### src/rtl/rf_tx_packet_drainer.sv
// Purpose: drains the TX byte FIFO into the UART in packets gated by the RF AUX pin.
// Latency: fifo_rd to tx_valid is 2 cycles; at least 3 cycles per byte; GAP_CYCLES idle after each packet.
// Backpressure: tx_valid/tx_data are held until tx_ready; no new pop until the current byte is accepted.
module rf_tx_packet_drainer #(
  parameter int WIDTH        = 8,
  parameter int MAX_PACKET   = 58,
  parameter int IDLE_TIMEOUT = 1000,
  parameter int GAP_CYCLES   = 100
) (
  input  logic             clk,
  input  logic             rst_n,
  input  logic [WIDTH-1:0] fifo_data,
  input  logic             fifo_empty,
  input  logic             fifo_reach_limit,
  output logic             fifo_rd,
  output logic [WIDTH-1:0] tx_data,
  output logic             tx_valid,
  input  logic             tx_ready,
  input  logic             aux,
  output logic             busy,
  output logic [7:0]       pkt_len
);

  localparam int IW = $clog2(IDLE_TIMEOUT + 1);
  localparam int GW = $clog2(GAP_CYCLES + 1);
  localparam logic [IW-1:0] IDLE_MAX = IW'(IDLE_TIMEOUT);
  localparam logic [GW-1:0] GAP_LAST = GW'(GAP_CYCLES - 1);
  localparam logic [7:0]    PKT_MAX  = 8'(MAX_PACKET);

  typedef enum logic [2:0] {
    S_IDLE,
    S_WAIT_AUX,
    S_POP,
    S_LATCH,
    S_SEND,
    S_GAP
  } state_t;

  state_t           state_q, state_d;
  logic [IW-1:0]    idle_cnt_q, idle_cnt_d;
  logic [7:0]       byte_cnt_q, byte_cnt_d;
  logic [GW-1:0]    gap_cnt_q, gap_cnt_d;
  logic [WIDTH-1:0] tx_data_q, tx_data_d;
  logic             tx_valid_q, tx_valid_d;
  logic [7:0]       pkt_len_q, pkt_len_d;
  logic [1:0]       aux_sync_q;
  logic [7:0]       byte_inc;
  logic             last_byte;

  // Count of bytes including the one being handed over now; byte_cnt never wraps since MAX_PACKET<=255.
  assign byte_inc  = byte_cnt_q + 8'd1;
  // A packet ends when it is full or when the FIFO has run dry at the handshake.
  assign last_byte = (byte_inc == PKT_MAX) || fifo_empty;

  assign tx_data  = tx_data_q;
  assign tx_valid = tx_valid_q;
  assign pkt_len  = pkt_len_q;
  assign busy     = (state_q != S_IDLE);

  // Two-flop synchroniser for the asynchronous AUX ready pin.
  always_ff @(posedge clk or negedge rst_n) begin
    if (!rst_n) begin
      aux_sync_q <= 2'b00;
    end else begin
      aux_sync_q <= {aux_sync_q[0], aux};
    end
  end

  // Next-state and output decode for the packet FSM.
  always_comb begin
    state_d    = state_q;
    idle_cnt_d = idle_cnt_q;
    byte_cnt_d = byte_cnt_q;
    gap_cnt_d  = gap_cnt_q;
    tx_data_d  = tx_data_q;
    tx_valid_d = tx_valid_q;
    pkt_len_d  = pkt_len_q;
    fifo_rd    = 1'b0;
    unique case (state_q)
      S_IDLE: begin
        // Idle counter measures how long data has been sitting below the limit.
        if (fifo_empty) begin
          idle_cnt_d = '0;
        end else if (idle_cnt_q != IDLE_MAX) begin
          idle_cnt_d = idle_cnt_q + 1'b1;
        end
        if (!fifo_empty && (fifo_reach_limit || (idle_cnt_q == IDLE_MAX))) begin
          idle_cnt_d = '0;
          state_d    = S_WAIT_AUX;
        end
      end
      S_WAIT_AUX: begin
        byte_cnt_d = 8'd0;
        if (aux_sync_q[1]) begin
          state_d = S_POP;
        end
      end
      S_POP: begin
        fifo_rd = !fifo_empty;
        state_d = S_LATCH;
      end
      S_LATCH: begin
        // FIFO read data is valid now, one cycle after the pop.
        tx_data_d  = fifo_data;
        tx_valid_d = 1'b1;
        state_d    = S_SEND;
      end
      S_SEND: begin
        if (tx_valid_q && tx_ready) begin
          tx_valid_d = 1'b0;
          byte_cnt_d = byte_inc;
          if (last_byte) begin
            pkt_len_d = byte_inc;
            state_d   = S_GAP;
          end else begin
            state_d = S_POP;
          end
        end
      end
      S_GAP: begin
        if (gap_cnt_q == GAP_LAST) begin
          gap_cnt_d = '0;
          state_d   = S_IDLE;
        end else begin
          gap_cnt_d = gap_cnt_q + 1'b1;
        end
      end
      default: begin
        state_d = S_IDLE;
      end
    endcase
  end

  // State and datapath registers; reset drops any popped but unsent byte.
  always_ff @(posedge clk or negedge rst_n) begin
    if (!rst_n) begin
      state_q    <= S_IDLE;
      idle_cnt_q <= '0;
      byte_cnt_q <= 8'd0;
      gap_cnt_q  <= '0;
      tx_data_q  <= '0;
      tx_valid_q <= 1'b0;
      pkt_len_q  <= 8'd0;
    end else begin
      state_q    <= state_d;
      idle_cnt_q <= idle_cnt_d;
      byte_cnt_q <= byte_cnt_d;
      gap_cnt_q  <= gap_cnt_d;
      tx_data_q  <= tx_data_d;
      tx_valid_q <= tx_valid_d;
      pkt_len_q  <= pkt_len_d;
    end
  end

endmodule

### config.mk
export PLATFORM = sky130hd
export DESIGN_NAME = rf_tx_packet_drainer
export DESIGN_NICKNAME = d
export VERILOG_FILES = /design/src/rtl/rf_tx_packet_drainer.sv
export SDC_FILE = /design/constraint.sdc
export NUM_CORES = 1
export LEC_CHECK = 0
export ABC_AREA = 1
export BUFFER_PORTS_ARGS = -buffer_cell sky130_fd_sc_hd__buf_2
export CORE_UTILIZATION = 35
export CTS_CLUSTER_SIZE = 8
export DETAILED_ROUTE_END_ITERATION = 12
export PLACE_DENSITY = 0.54
export SYNTH_ARGS = -nofsm -noshare
export SYNTH_HDL_FRONTEND = slang
export SYNTH_SLANG_ARGS = --single-unit
### constraint.sdc
create_clock -name clk -period 2.4 [get_ports clk]
set_clock_uncertainty 0.05 [all_clocks]
set_input_delay 0 -clock clk [delete_from_list [all_inputs] [get_ports clk]]
set_output_delay 0 -clock clk [all_outputs]
set_load 0.01 [all_outputs]
# == Word-level counts from Yosys, hierarchy flattened ==
# Index checks and enable logic that the tools add are counted.
# word_totals
ff_bits,47
in_bits,14
out_inout_bits,19
elab_cells,54
# classes
n_addsub,3
eq_ne,13
n_mux,15
reduce_logical,15
# op_table
cell,n
2-to-1 mux 10 bit,3
case mux 3 bit (6 select lines),1
case mux 8 bit (2 select lines),1
2-to-1 mux 3 bit,5
adder 10 x 1 -> 10 bit (second input constant),1
equality test 10 bit (second input constant),1
!= test 10 bit (second input constant),1
adder 8 x 1 -> 8 bit (second input constant),1
equality test 8 x 6 -> 1 bit (second input constant),1
2-to-1 mux 8 bit,1
!= test 2 bit (second input constant),4
adder 7 x 1 -> 7 bit (second input constant),1
equality test 7 bit (second input constant),1
2-to-1 mux 7 bit,1
equality test 3 x 2 -> 1 bit (second input constant),2
equality test 3 bit (second input constant),2
AND reduction 2 bit,3
nonzero test 3 bit,2
AND reduction 4 bit,1
nonzero test 2 bit,2
equality test 3 x 1 -> 1 bit (second input constant),1
logical NOT 3 bit,1
AND reduction 3 bit,1
logical AND 1 bit,2
4 further kinds,6

# == Logic depth before layout (Yosys ltp) ==
# Gate-level depths: netlist of the first run.
# depth
word_depth,6
mapped_depth,13
ltp_nobuf,13

# == Worst setup path after synthesis of the first run ==
# No wires, ideal clock.
# synth_path
path_kind,register -> register
start,register byte_cnt_q[0]
end,register pkt_len_q[2] (netlist: pkt_len[2])
t_arrival_ns,1.455
required_ns,2.233
path_slack_ns,0.778
stages_incl_launch_ff,12
path_buffers,0
synth_period_minus_slack_ns,1.622
cell_sequence,dfrtp_1 > ha_1 > nand3_2 > nand2_1 > nand2_1 > nand3_1 > nor2_2 > nand2_2 > nand2_4 > nand3_4 > nand2_1 > nand2_1
# synth_between
elab_chain_cells,4
# synth_rtl
element,line_no,text
"start, declared",41,"logic [7:0] byte_cnt_q, byte_cnt_d;"
"start signal, assigned",147,byte_cnt_q <= byte_cnt_d;
adder 8 x 1 -> 8 bit (*),51,assign byte_inc = byte_cnt_q + 8'd1;
equality test 8 x 6 -> 1 bit,53,assign last_byte = (byte_inc == PKT_MAX) || fifo_empty;
logical OR 1 bit,53,
AND reduction 3 bit (no line),-,
"end signal, assigned",151,pkt_len_q <= pkt_len_d;
"end, declared",45,"logic [7:0] pkt_len_q, pkt_len_d;"
# Every way passes the cells marked *; elsewhere a longest branch is shown, timed or not.
# A chain may end at the register's enable or synchronous reset.

# == Worst setup path in the final report of the first run ==
# layout_path
start,register byte_cnt_q[0]
end,register pkt_len_q[5] (netlist: pkt_len[5])
# The elaborated chain is that of the path after synthesis.

==> results.md, run 1 <==
- Die Width: between 80 and 90 um
- Worst-Margin Slew: between 500 and 600 ps
- CTS tree: yes
- Fmax: roughly 0.55 GHz
- Die ar.: 0.00718 mm^2
- Status: finished, final reports clean
- Synth cell types: 30
- Crit Path Category: reg2reg
- I/O Buffers: 32
- Yosys reg bits: 47
- CTS buffer count: 5
- Met1 WL: between 2000 and 2500 um
- Fin cells: around 420
- Total number of vias: approximately 1900
- Antenna violations before repair: 0
- Place WS: roughly 600 ps
- Routed wire per std cell: between 10 and 15 um
- RePlAce Congestion: 0.810
- Worst Hold Launch: fifo_empty
- Netlist Area Pre-Place: 0.00240 mm^2
- Dpl cells: about 400
- Largest net degree at the start of global routing: 48
- Clock Latency Late Sink: approximately 300 ps
- Final setup violation count: 0
- Hold_ws: ~93 ps
- Setup repair bufs after CTS: 0
- Gate power share: 0.355
- Syn nets: ~310
- DRT Pass-1 Iters: 6
- Area Growth Syn to Fin: 18.9%
- Switching share of power: 0.393
- CP endpoint kind: flop
- Pleak: about 1.5 nW
- VDD IR max: 469 uV
- Worst Setup Start Kind: flop
- Yosys Warn Count: 0
- Fraction of the yosys area taken by sequential cells: 0.491
- Reg2reg path depth: 10
- Initial cell density of the core: 0.369
- Hold Crit Class: in2reg
- Post-CTS Resized: 0
- CP Capture Point: pkt_len[5]
- Final Cycle Share: 0.756
- Clock tree buffer depth: 2
- Reg-to-reg endpoint: pkt_len[5]
- Crit-path max FO: 10
- Root Driver: clkbuf_8
- Vias in the first global route: approximately 1900
- H-tree levels: 2
- Share of layout cells above drive strength 1: 0.194
- Total global routing track utilization: 0.151
- Total power: roughly 2.4 mW
- Drt drc: 0
- P per Cell Area: 852 mW/mm^2
- Synth area leaders: dfrtp_1 (49%), nand2_1 (15%), inv_1 (5.6%)
- Number of diodes: 0
- DR vias/cell: 4.57
- Clock share of power: 0.191
- Final Hold Fails: 0
- Io pins: 33
- Area share of the leading cell type in the synthesized netlist: 0.491
- Final setup margin: ~590 ps
- Grt ovf: 0
- CP required: around 2600 ps
- Final Max Tran Viols: 0
- Clock transition at the registers of the reported paths: 90 ps
- Die Ht: between 80 and 90 um
- Critical Path AT: 1960 ps
- Synthesized netlist cell count: 294
- DRT iter0 DRCs: between 60 and 70
- Yosys top cell by area: dfrtp_1
- Post-Route WL: around 4800 um
- Max-cap violations: 0
- Detailed Place HPWL: roughly 3500 um
- Reg power frac: 0.453
- Post-layout min period: about 1800 ps
- Layout net count: 363
- Int Power: 1.47 mW
- RSZ-0062 raised after global routing: no
- TNS Setup: 0 ps
- Core area: ~0.0065 mm^2
- Antenna viol nets, final: 0
- First-pass GRT wire length: 8540 um
- Top Layer Used: met4
- Clock tree sinks: 47
- Mapped Avg Cell Area: 8.15 um^2
- WL met2: 2150 um
- Max-Slew Margin vs Limit: 0.607
- Crit path launch: byte_cnt_q[0]
- R2R Setup Slk: 590 ps
- Worst r2r src: byte_cnt_q[0]
- Row count: 29
- WL met3: 136 um
- Total net switching power: ~0.95 mW
## flip-flops by register name (all words and copies together) (netlist names)
register,count
pkt_len,8
aux_sync_q,2
byte_cnt_q,8
tx_data,8
state_q,3
idle_cnt_q,10
gap_cnt_q,7
tx_valid,1
## stage by stage
step / instance area (um^2) / util
global placement: 2660 / 0.410
detailed placement: 2660 / 0.410
finish: 2850 / 0.438
CTS: 2850 / 0.438
global route: 2850 / 0.438
floorplan: 2400 / -
## power groups by stage
stage	combinational [mW]	sequential [mW]	clock (mW)
2_1_floorplan	0.556	1.14	0
3_3_place_gp	0.859	1.11	0
3_5_place_dp	0.869	1.12	0
4_1_cts	0.880	1.10	0.488
5_1_grt	1.00	1.13	0.519
6_report	0.862	1.10	0.465
## what timing repair did
action	in CTS	in global routing
hold endpoints to repair	56	0
setup endpoints to repair	0	0
hold buffers	10	0
## worst min path at each step
stage | endpoint | slack (ps) | cells past startpoint
after CTS | state_q[1] | 80 | 4
final | idle_cnt_q[1] | 90 | 4
after global placement | aux_sync_q[0] | 60 | 1
after global routing | state_q[1] | 110 | 4
after detailed placement | aux_sync_q[0] | 60 | 1
after floorplan | aux_sync_q[0] | -350 | 0
## cell families (layout without fill, tap and decap cells)
logic type / Yosys count / in the layout / synth area share
xor+xnor: 9 / 9 / 0.0329
buf+inv: 44 / 95 / 0.0694
fa+ha+maj: 5 / 5 / 0.0261
compound gates: 25 / 25 / 0.0606
simple gates: 164 / 164 / 0.320
flops: 47 / 47 / 0.491
## layer usage
metal | GRT usage | vias up
met5 | 0 | -
met4 | 0.0678 | 0
met3 | 0.0275 | 7
met2 | 0.251 | 27
met1 | 0.191 | 863
li1 | - | 1033
## layout make-up
| cell class | count | area, um^2 |
|---|---|---|
| clock buffers | 6 | 72.6 |
| clock inverters | 2 | 12.5 |
| fillers | 671 | 3650 |
| inverters | 43 | 161 |
| multi-input cells | 203 | 1050 |
| flip-flops and latches | 47 | 1180 |
| well taps | 77 | 96.3 |
| repair buffers | 44 | 275 |
## layout by cell type, fill, tap and decap left out, types with 2 or more instances in the layout
master,Yosys,final
o21ai_1,6,6
dlygate4sd3_1,0,10
nand2_2,8,8
xnor2_1,2,2
o22ai_1,7,7
inv_2,6,6
dfrtp_1,47,47
nor2_2,4,4
buf_4,0,2
a21oi_1,3,3
inv_1,36,36
nor3_1,3,3
xor2_1,7,7
nand3_2,2,2
o21ai_0,5,5
nand2_1,95,95
nand3_1,16,16
nand4_1,10,10
nor3_2,2,2
clkbuf_8,0,5
ha_1,5,5
buf_2,1,32
nor2_1,19,19
## synth_stat cells
cell type and n:
a31oi_1 1, nand2_1 95, o22ai_1 7, clkinv_1 1
inv_1 36, nor2_1 19, a22o_1 1, ha_1 5
nand3_4 1, nand2_2 8, xor2_1 7, nand4_1 10
nor3_2 2, buf_2 1, dfrtp_1 47, o21ai_1 6
o21bai_1 1, nand2_4 1, nor2_8 1, inv_2 6
xnor2_1 2, a21oi_1 3, nand3_1 16, nand3_2 2
o2bb2ai_1 1, nor3_1 3, o21ai_0 5, nor2_4 1
nor4_1 1, nor2_2 4
## critical path, stage by stage (launching register included)
cell     delay, ps
dfrtp_1        460
ha_1           260
nand3_2        100
o21ai_1        130
nand2_1        110
nor2_2         140
nand2_2         90
nand2_4        130
nand3_4        120
nand2_1         90
nand2_1         50
No activity file was read; power rests on OpenSTA's default activity.
==> inputs of run 2 (changes only) <==
--- a/config.mk
+++ b/config.mk
@@ -10,7 +10,7 @@
 export CORE_UTILIZATION = 35
 export CTS_CLUSTER_SIZE = 8
 export DETAILED_ROUTE_END_ITERATION = 12
-export PLACE_DENSITY = 0.54
+export PLACE_DENSITY = 0.56
 export SYNTH_ARGS = -nofsm -noshare
 export SYNTH_HDL_FRONTEND = slang
 export SYNTH_SLANG_ARGS = --single-unit
==> constraint.sdc (replaced) <==
create_clock -name clk -period 1.6 [get_ports clk]
set_clock_uncertainty 0.05 [all_clocks]
set_input_delay 0 -clock clk [delete_from_list [all_inputs] [get_ports clk]]
set_output_delay 0 -clock clk [all_outputs]
set_load 0.01 [all_outputs]
==> run 2 against run 1 <==
The run now ends with design-rule violations, negative setup slack left. Worst setup slack worse by 610 ps. First-iteration DRC count is 21% higher. Cell count is 5.2% higher. Global-route usage is 0.74 points higher. Utilization is 5.1 points higher. Count of clock-buffer cells in the layout stayed put. Die area stayed put. Worst hold slack better by 2.3 ps. Design area is 12% higher. Sequential power is 52% higher. Sequential share of layout area is 4.1 points lower. Critical endpoint is now pkt_len[4].
==> results.md, run 2 (synthesis results as in run 1) <==
- Gate power share: 0.394 (+0.039)
- Fmax: 0.615 GHz (+12%)
- Reg2reg path depth: 11 (+1)
- WHS Endpoint: state_q[1]
- Largest net degree at the start of global routing: 48 (unchanged)
- Clock Latency Late Sink: 300 ps (about the same)
- DR vias/cell: 4.64 (+1.3%)
- Total number of vias: 2058 (+6.6%)
- Core area: 0.00649 mm^2 (unchanged)
- Int Power: 2.58 mW (+75%)
- CP required: 1750 ps (-800 ps)
- Layout net count: 386 (+6.3%)
- Switching share of power: 0.377 (-0.0162)
- First-pass GRT wire length: 8930 um (+4.6%)
- Final Cycle Share: 1.02 (+0.260)
- Final setup margin: -25.9 ps (-611 ps)
- Share of layout cells above drive strength 1: 0.327 (+0.133)
- Number of diodes: 0 (unchanged)
- Levels on crit path: 11 (+1)
- Crit-path slowest cell: dfrtp_2
- CP endpoint kind: flop
- DRT Pass-1 Iters: 11 (+5)
- Bufs and invs on worst path: 0 (unchanged)
- Failing checks: design-rule violations, negative setup slack
- Top reg by flops: idle_cnt_q
- Total global routing track utilization: 0.158 (+0.00739)
- Critical Path AT: 1770 ps (-190 ps)
- Sequential cell area: 0.00118 mm^2 (+0.43%)
- Worst Setup Start Kind: flop
- Max incr delay on CP: 460 ps (about the same)
- Worst-Margin Slew: 299 ps (-291 ps)
- Worst Hold Launch: fifo_empty
- Reg power frac: 0.403 (-0.050)
- Fin cells: 444 (+5.2%)
- Final Hold Fails: 0 (unchanged)
- Area Growth Syn to Fin: 32.7%
- Worst r2r src: byte_cnt_q[1]
- Fillers: 632 (-5.8%)
- VDD IR max: 677 uV (+44%)
- TNS Setup: -183 ps (-183 ps)
- GR met3 Demand/Resource: 0.0403 (+0.0128)
- R2R Setup Slk: -30 ps (-610 ps)
- RePlAce Congestion: 0.795 (-1.8%)
- Final Max Tran Viols: 0 (unchanged)
- CTS tree: yes
- Row count: 29 (unchanged)
- Reg-to-reg endpoint: pkt_len[4]
- Crit Path Category: reg2reg
- Io pins: 33 (unchanged)
- Worst Hold Depth: 4 (unchanged)
- Vias in the first global route: 2009 (+4.2%)
- Most frequent CP cell: nand2_2
- GRT busiest layer: met2
- Hold Crit Class: in2reg
- Most common cell after layout, fill and taps aside: nand2_1
- Final setup violation count: 8 (+8)
- DRT iter0 DRCs: 80 (+21%)
- Max-Slew Margin vs Limit: 0.799 (+0.192)
- Post-Route WL: 5250 um (+9.9%)
- Met1 GRT Util: 0.202 (+0.0108)
- Status: complete, but fails checks
- H-tree levels: 2 (unchanged)
- Area of the multi-input gates: 0.00116 mm^2 (+10%)
- Cell Chain, Critical Path: ha_4, nand3_4, nand2_2, nand2_2, nand3_2, nor2_2, nand2_2, nand2_4, nand3_4, nand2_1, nand2_1
- Clock share of power: 0.204 (+0.013)
- Die Ht: 84.7 um (unchanged)
- Total net switching power: 1.56 mW (+64%)
- P per Cell Area: 1300 mW/mm^2 (+53%)
- Clock tree buffer depth: 2 (unchanged)
- GR Util met2: 0.267 (+0.0163)
- Antenna violations before repair: 0 (unchanged)
- Routed wire per std cell: 11.8 um (+4.4%)
- Crit-path max FO: 8 (-2)
- Grt ovf: 0 (unchanged)
- Root Driver: clkbuf_8
- Initial cell density of the core: 0.369 (unchanged)
- CTS buffer count: 5 (unchanged)
- Clock tree sinks: 47 (unchanged)
- Dpl cells: 425 (+5.2%)
- Antenna viol nets, final: 0 (unchanged)
- CP top delay family: simple AND/OR/NAND/NOR gates
- I/O Buffers: 32 (unchanged)
- RSZ-0062 raised after global routing: yes
- Clock transition at the registers of the reported paths: 80 ps (about the same)
- Most frequent cells in the layout: nand2_1 (85), dfrtp_1 (43), buf_2 (32)
- Detailed Place HPWL: 3740 um (+6.6%)
- Drt drc: 1 (+1)
- Pleak: 1.61 nW (+10%)
- Die Width: 84.7 um (unchanged)
- Die ar.: 0.00718 mm^2 (unchanged)
- Post-layout min period: 1630 ps (-189 ps)
- Max reg flops: 10 (unchanged)
- Max-cap violations: 0 (unchanged)
run 2: cell types whose count changed in the layout (fill, tap and decap cells not counted), sizes merged:
cell / before / now
inv: 42 / 43
buf: 34 / 57
clkinv: 2 / 0
clkinvlp: 1 / 0
bufinv: 0 / 1
run 2: timing repair:
item	in CTS	in global routing
hold buffers	10	0
endpoints found under the setup margin	10	22
setup buffers	0	2
pin swaps	4	8
endpoints found under the hold margin	56	0
gates resized for setup	2	40
run 2: worst register-to-register path, cell delays in order (launching register included):
cell     delay [ps]
dfrtp_2         460
ha_4            200
nand3_4         100
nand2_2          50
nand2_2          70
nand3_2          70
nor2_2           90
nand2_2          80
nand2_4         100
nand3_4         130
nand2_1          90
nand2_1          40
run 2: through the flow:
step / hold WS, ps / cell area (um^2) / total power [mW] / setup slack, ps / utilization
detailed placement: -42.3 / 2840 / 3.16 / -81.3 / 0.437
finish: 95.4 / 3180 / 4.14 / -25.9 / 0.490
floorplan: -346 / 2400 / 2.55 / 3.91 / -
global route: 108 / 3180 / 4.48 / -158 / 0.490
CTS: 74.1 / 3050 / 4.04 / -64.9 / 0.470
global placement: -43.1 / 2840 / 3.13 / -30.3 / 0.437
run 2: how the worst max path moves through the flow:
stage	from	endpoint	slack, ps
6_report	byte_cnt_q[1]	pkt_len[4]	-30
5_1_grt	byte_cnt_q[1]	pkt_len[1]	-160
4_1_cts	byte_cnt_q[1]	pkt_len[6]	-60
3_5_place_dp	byte_cnt_q[1]	pkt_len[5]	-80
3_3_place_gp	byte_cnt_q[1]	pkt_len[3]	-30
2_1_floorplan	byte_cnt_q[0]	pkt_len[2]	4
run 2: cell type report:
class	count	share of cell area
inverters	43	0.0508
multi-input cells	203	0.364
repair buffers	67	0.151
flip-flops and latches	47	0.372
well taps	77	0.0303
clock buffers	6	0.0228
clock inverters	1	0.00945
run 2: metal layers:
layer / up-vias / part of all wire
met1: 948 / 0.48
met4: 0 / 0.0084
met3: 5 / 0.027
met2: 26 / 0.48
li1: 1079 / -
met5: - / 0
run 2: power by group through the flow:
| stage | registers [mW] | logic, mW | clock network (mW) |
|---|---|---|---|
| after detailed placement | 1.67 | 1.49 | 0 |
| after global placement | 1.67 | 1.46 | 0 |
| after floorplan | 1.72 | 0.834 | 0 |
| after CTS | 1.66 | 1.51 | 0.872 |
| after global routing | 1.70 | 1.84 | 0.929 |
| final | 1.67 | 1.63 | 0.844 |
==> inputs of run 3 (changes only) <==
--- a/config.mk
+++ b/config.mk
@@ -10,6 +10,7 @@
 export CORE_UTILIZATION = 35
 export CTS_CLUSTER_SIZE = 8
 export DETAILED_ROUTE_END_ITERATION = 12
+export MAX_ROUTING_LAYER = met4
 export PLACE_DENSITY = 0.56
 export SYNTH_ARGS = -nofsm -noshare
 export SYNTH_HDL_FRONTEND = slang
==> run 3 against run 2 <==
The flow still finishes with violations (design-rule violations, negative setup slack). Worst hold slack lost 1.2 ps. Combinational power hardly changed. Flip-flop and latch count unchanged. Sequential power hardly changed. Worst setup slack barely moved. Cell count stayed put. Non-clock buffer count unchanged. Largest power group unchanged. Register-to-register slack is essentially flat. Global-route usage rose by 0.42 points. Clock power is essentially flat.
==> results.md, run 3 (synthesis results as in run 1) <==
- TNS Setup: -179 ps (+3.67 ps)
- Clock tree sinks: 47 (unchanged)
- Final Hold Fails: 0 (unchanged)
- Share of layout cells above drive strength 1: 0.324 (-0.00272)
- Die ar.: 0.00718 mm^2 (unchanged)
- DRT iter0 DRCs: 85 (+6.3%)
- Top reg by flops: idle_cnt_q
- Largest net degree at the start of global routing: 48 (unchanged)
- Die Ht: 84.7 um (unchanged)
- Antenna violations before repair: 0 (unchanged)
- RSZ-0062 raised after global routing: yes
- First-pass GRT wire length: 8910 um (-0.16%)
- Vias in the first global route: 2014 (+0.25%)
- I/O Buffers: 32 (unchanged)
- Failing checks: design-rule violations, negative setup slack
- Final setup margin: -25.5 ps (+0.402 ps)
- Most common cell after layout, fill and taps aside: nand2_1
- Post-Route WL: 5240 um (-0.11%)
- Reg2reg path depth: 11 (unchanged)
- CTS tree: yes
- Routed wire per std cell: 11.8 um (-0.11%)
- Critical Path AT: 1770 ps (about the same)
- Row count: 29 (unchanged)
- Grt ovf: 0 (unchanged)
- Most frequent cells in the layout: nand2_1 (85), dfrtp_1 (43), buf_2 (32)
- P per Cell Area: 1300 mW/mm^2 (about the same)
- Clock tree buffer depth: 2 (unchanged)
- Final Max Tran Viols: 0 (unchanged)
- Total global routing track utilization: 0.162 (+0.00425)
- RePlAce Congestion: 0.806 (+1.4%)
- Fmax: 0.615 GHz (about the same)
- CP endpoint kind: flop
- Drt drc: 1 (unchanged)
- Levels on crit path: 11 (unchanged)
- Io pins: 33 (unchanged)
- Crit Path Category: reg2reg
- Core area: 0.00649 mm^2 (unchanged)
- H-tree levels: 2 (unchanged)
- DRT Pass-1 Iters: 11 (unchanged)
- Final setup violation count: 8 (unchanged)
- Status: complete, but fails checks
- VDD IR max: 678 uV (about the same)
- Detailed Place HPWL: 3740 um (unchanged)
- Max-Slew Margin vs Limit: 0.799 (unchanged)
- CP top delay family: simple AND/OR/NAND/NOR gates
- Max incr delay on CP: 460 ps (about the same)
- Number of diodes: 0 (unchanged)
- Initial cell density of the core: 0.369 (unchanged)
- DR vias/cell: 4.65 (+0.29%)
- Total number of vias: 2064 (+0.29%)
- Layout net count: 386 (unchanged)
- Worst-Margin Slew: 299 ps (unchanged)
- Total power: 4.14 mW (about the same)
- Antenna viol nets, final: 0 (unchanged)
- Area Growth Syn to Fin: 32.7% (unchanged)
- Clock transition at the registers of the reported paths: 80 ps (about the same)
- Clock Latency Late Sink: 300 ps (about the same)
- Hold Crit Class: in2reg
- Worst Setup Start Kind: flop
- Pleak: 1.61 nW (about the same)
- Worst Hold Depth: 4 (unchanged)
- Final Cycle Share: 1.02 (about the same)
- CTS buffer count: 5 (unchanged)
- Bufs and invs on worst path: 0 (unchanged)
- Die Width: 84.7 um (unchanged)
- Most frequent CP cell: nand2_2
- Max-cap violations: 0 (unchanged)
- CP required: 1750 ps (about the same)
- Crit-path max FO: 8 (unchanged)
- Root Driver: clkbuf_8
- Hold_ws: 94.2 ps (-1.16 ps)
- Crit-path slowest cell: dfrtp_2
- Max reg flops: 10 (unchanged)
- Post-layout min period: 1630 ps (-0.402 ps)
- Cell Chain, Critical Path: ha_4, nand3_4, nand2_2, nand2_2, nand3_2, nor2_2, nand2_2, nand2_4, nand3_4, nand2_1, nand2_1
==> run 3: cell counts in the layout (fill, tap and decap cells not counted) <==
Identical to the previous run, type by type.
==> run 3: final timing paths <==
path                                    start             to  slack, ps
worst max-delay path            byte_cnt_q[1]     pkt_len[4]        -30
worst min-delay path               fifo_empty     state_q[1]         90
worst max register to register  byte_cnt_q[1]     pkt_len[4]        -30
worst min register to register  aux_sync_q[0]  aux_sync_q[1]        310
max in group asynchronous               rst_n  byte_cnt_q[1]       1100
min in group asynchronous               rst_n  byte_cnt_q[3]        170
==> run 3: worst min-delay path, stage by stage <==
cell	delay [ps]
buf_2	90
inv_1	120
nand3_1	140
a21oi_1	60
==> run 3: what timing repair did <==
| item | CTS | global route |
|---|---|---|
| pin swaps | 4 | 8 |
| setup endpoints to repair | 10 | 22 |
| resized for setup | 2 | 39 |
| hold endpoints to repair | 56 | 0 |
| hold buffers | 10 | 0 |
| buffers inserted | 0 | 2 |
==> run 3: final cells by class <==
type	count	area, um^2
repair buffers	67	479
flip-flops and latches	47	1180
inverters	43	161
clock buffers	6	72.6
well taps	77	96.3
multi-input cells	203	1160
clock inverters	1	30.0
fillers	632	3320
==> run 3: through the flow <==
step / instance area, um^2 / utilization / setup slack [ps] / std cells
floorplan: 2400 / - / 3.91 / 294
global placement: 2840 / 0.437 / -30.3 / 425
detailed placement: 2840 / 0.437 / -81.3 / 425
CTS: 3050 / 0.470 / -64.9 / 442
global route: 3180 / 0.490 / -158 / 444
finish: 3180 / 0.490 / -25.5 / 444
==> run 3: routing by layer <==
layer / wire length (um) / up-vias / global-route usage / share of wire
li1: - / 1080 / - / -
met1: 2530 / 950 / 0.202 / 0.48
met2: 2500 / 27 / 0.267 / 0.48
met3: 145 / 7 / 0.0315 / 0.028
met4: 68 / 0 / 0.0508 / 0.013
met5: 0 / - / - / 0
==> run 3: power by group <==
part	switching [mW]	internal [mW]	total, mW	leakage, nW
Clock	0.387	0.458	0.845	0.0513
Combinational	0.955	0.672	1.63	0.942
Sequential	0.218	1.45	1.67	0.613
Total	1.56	2.58	4.14	1.61
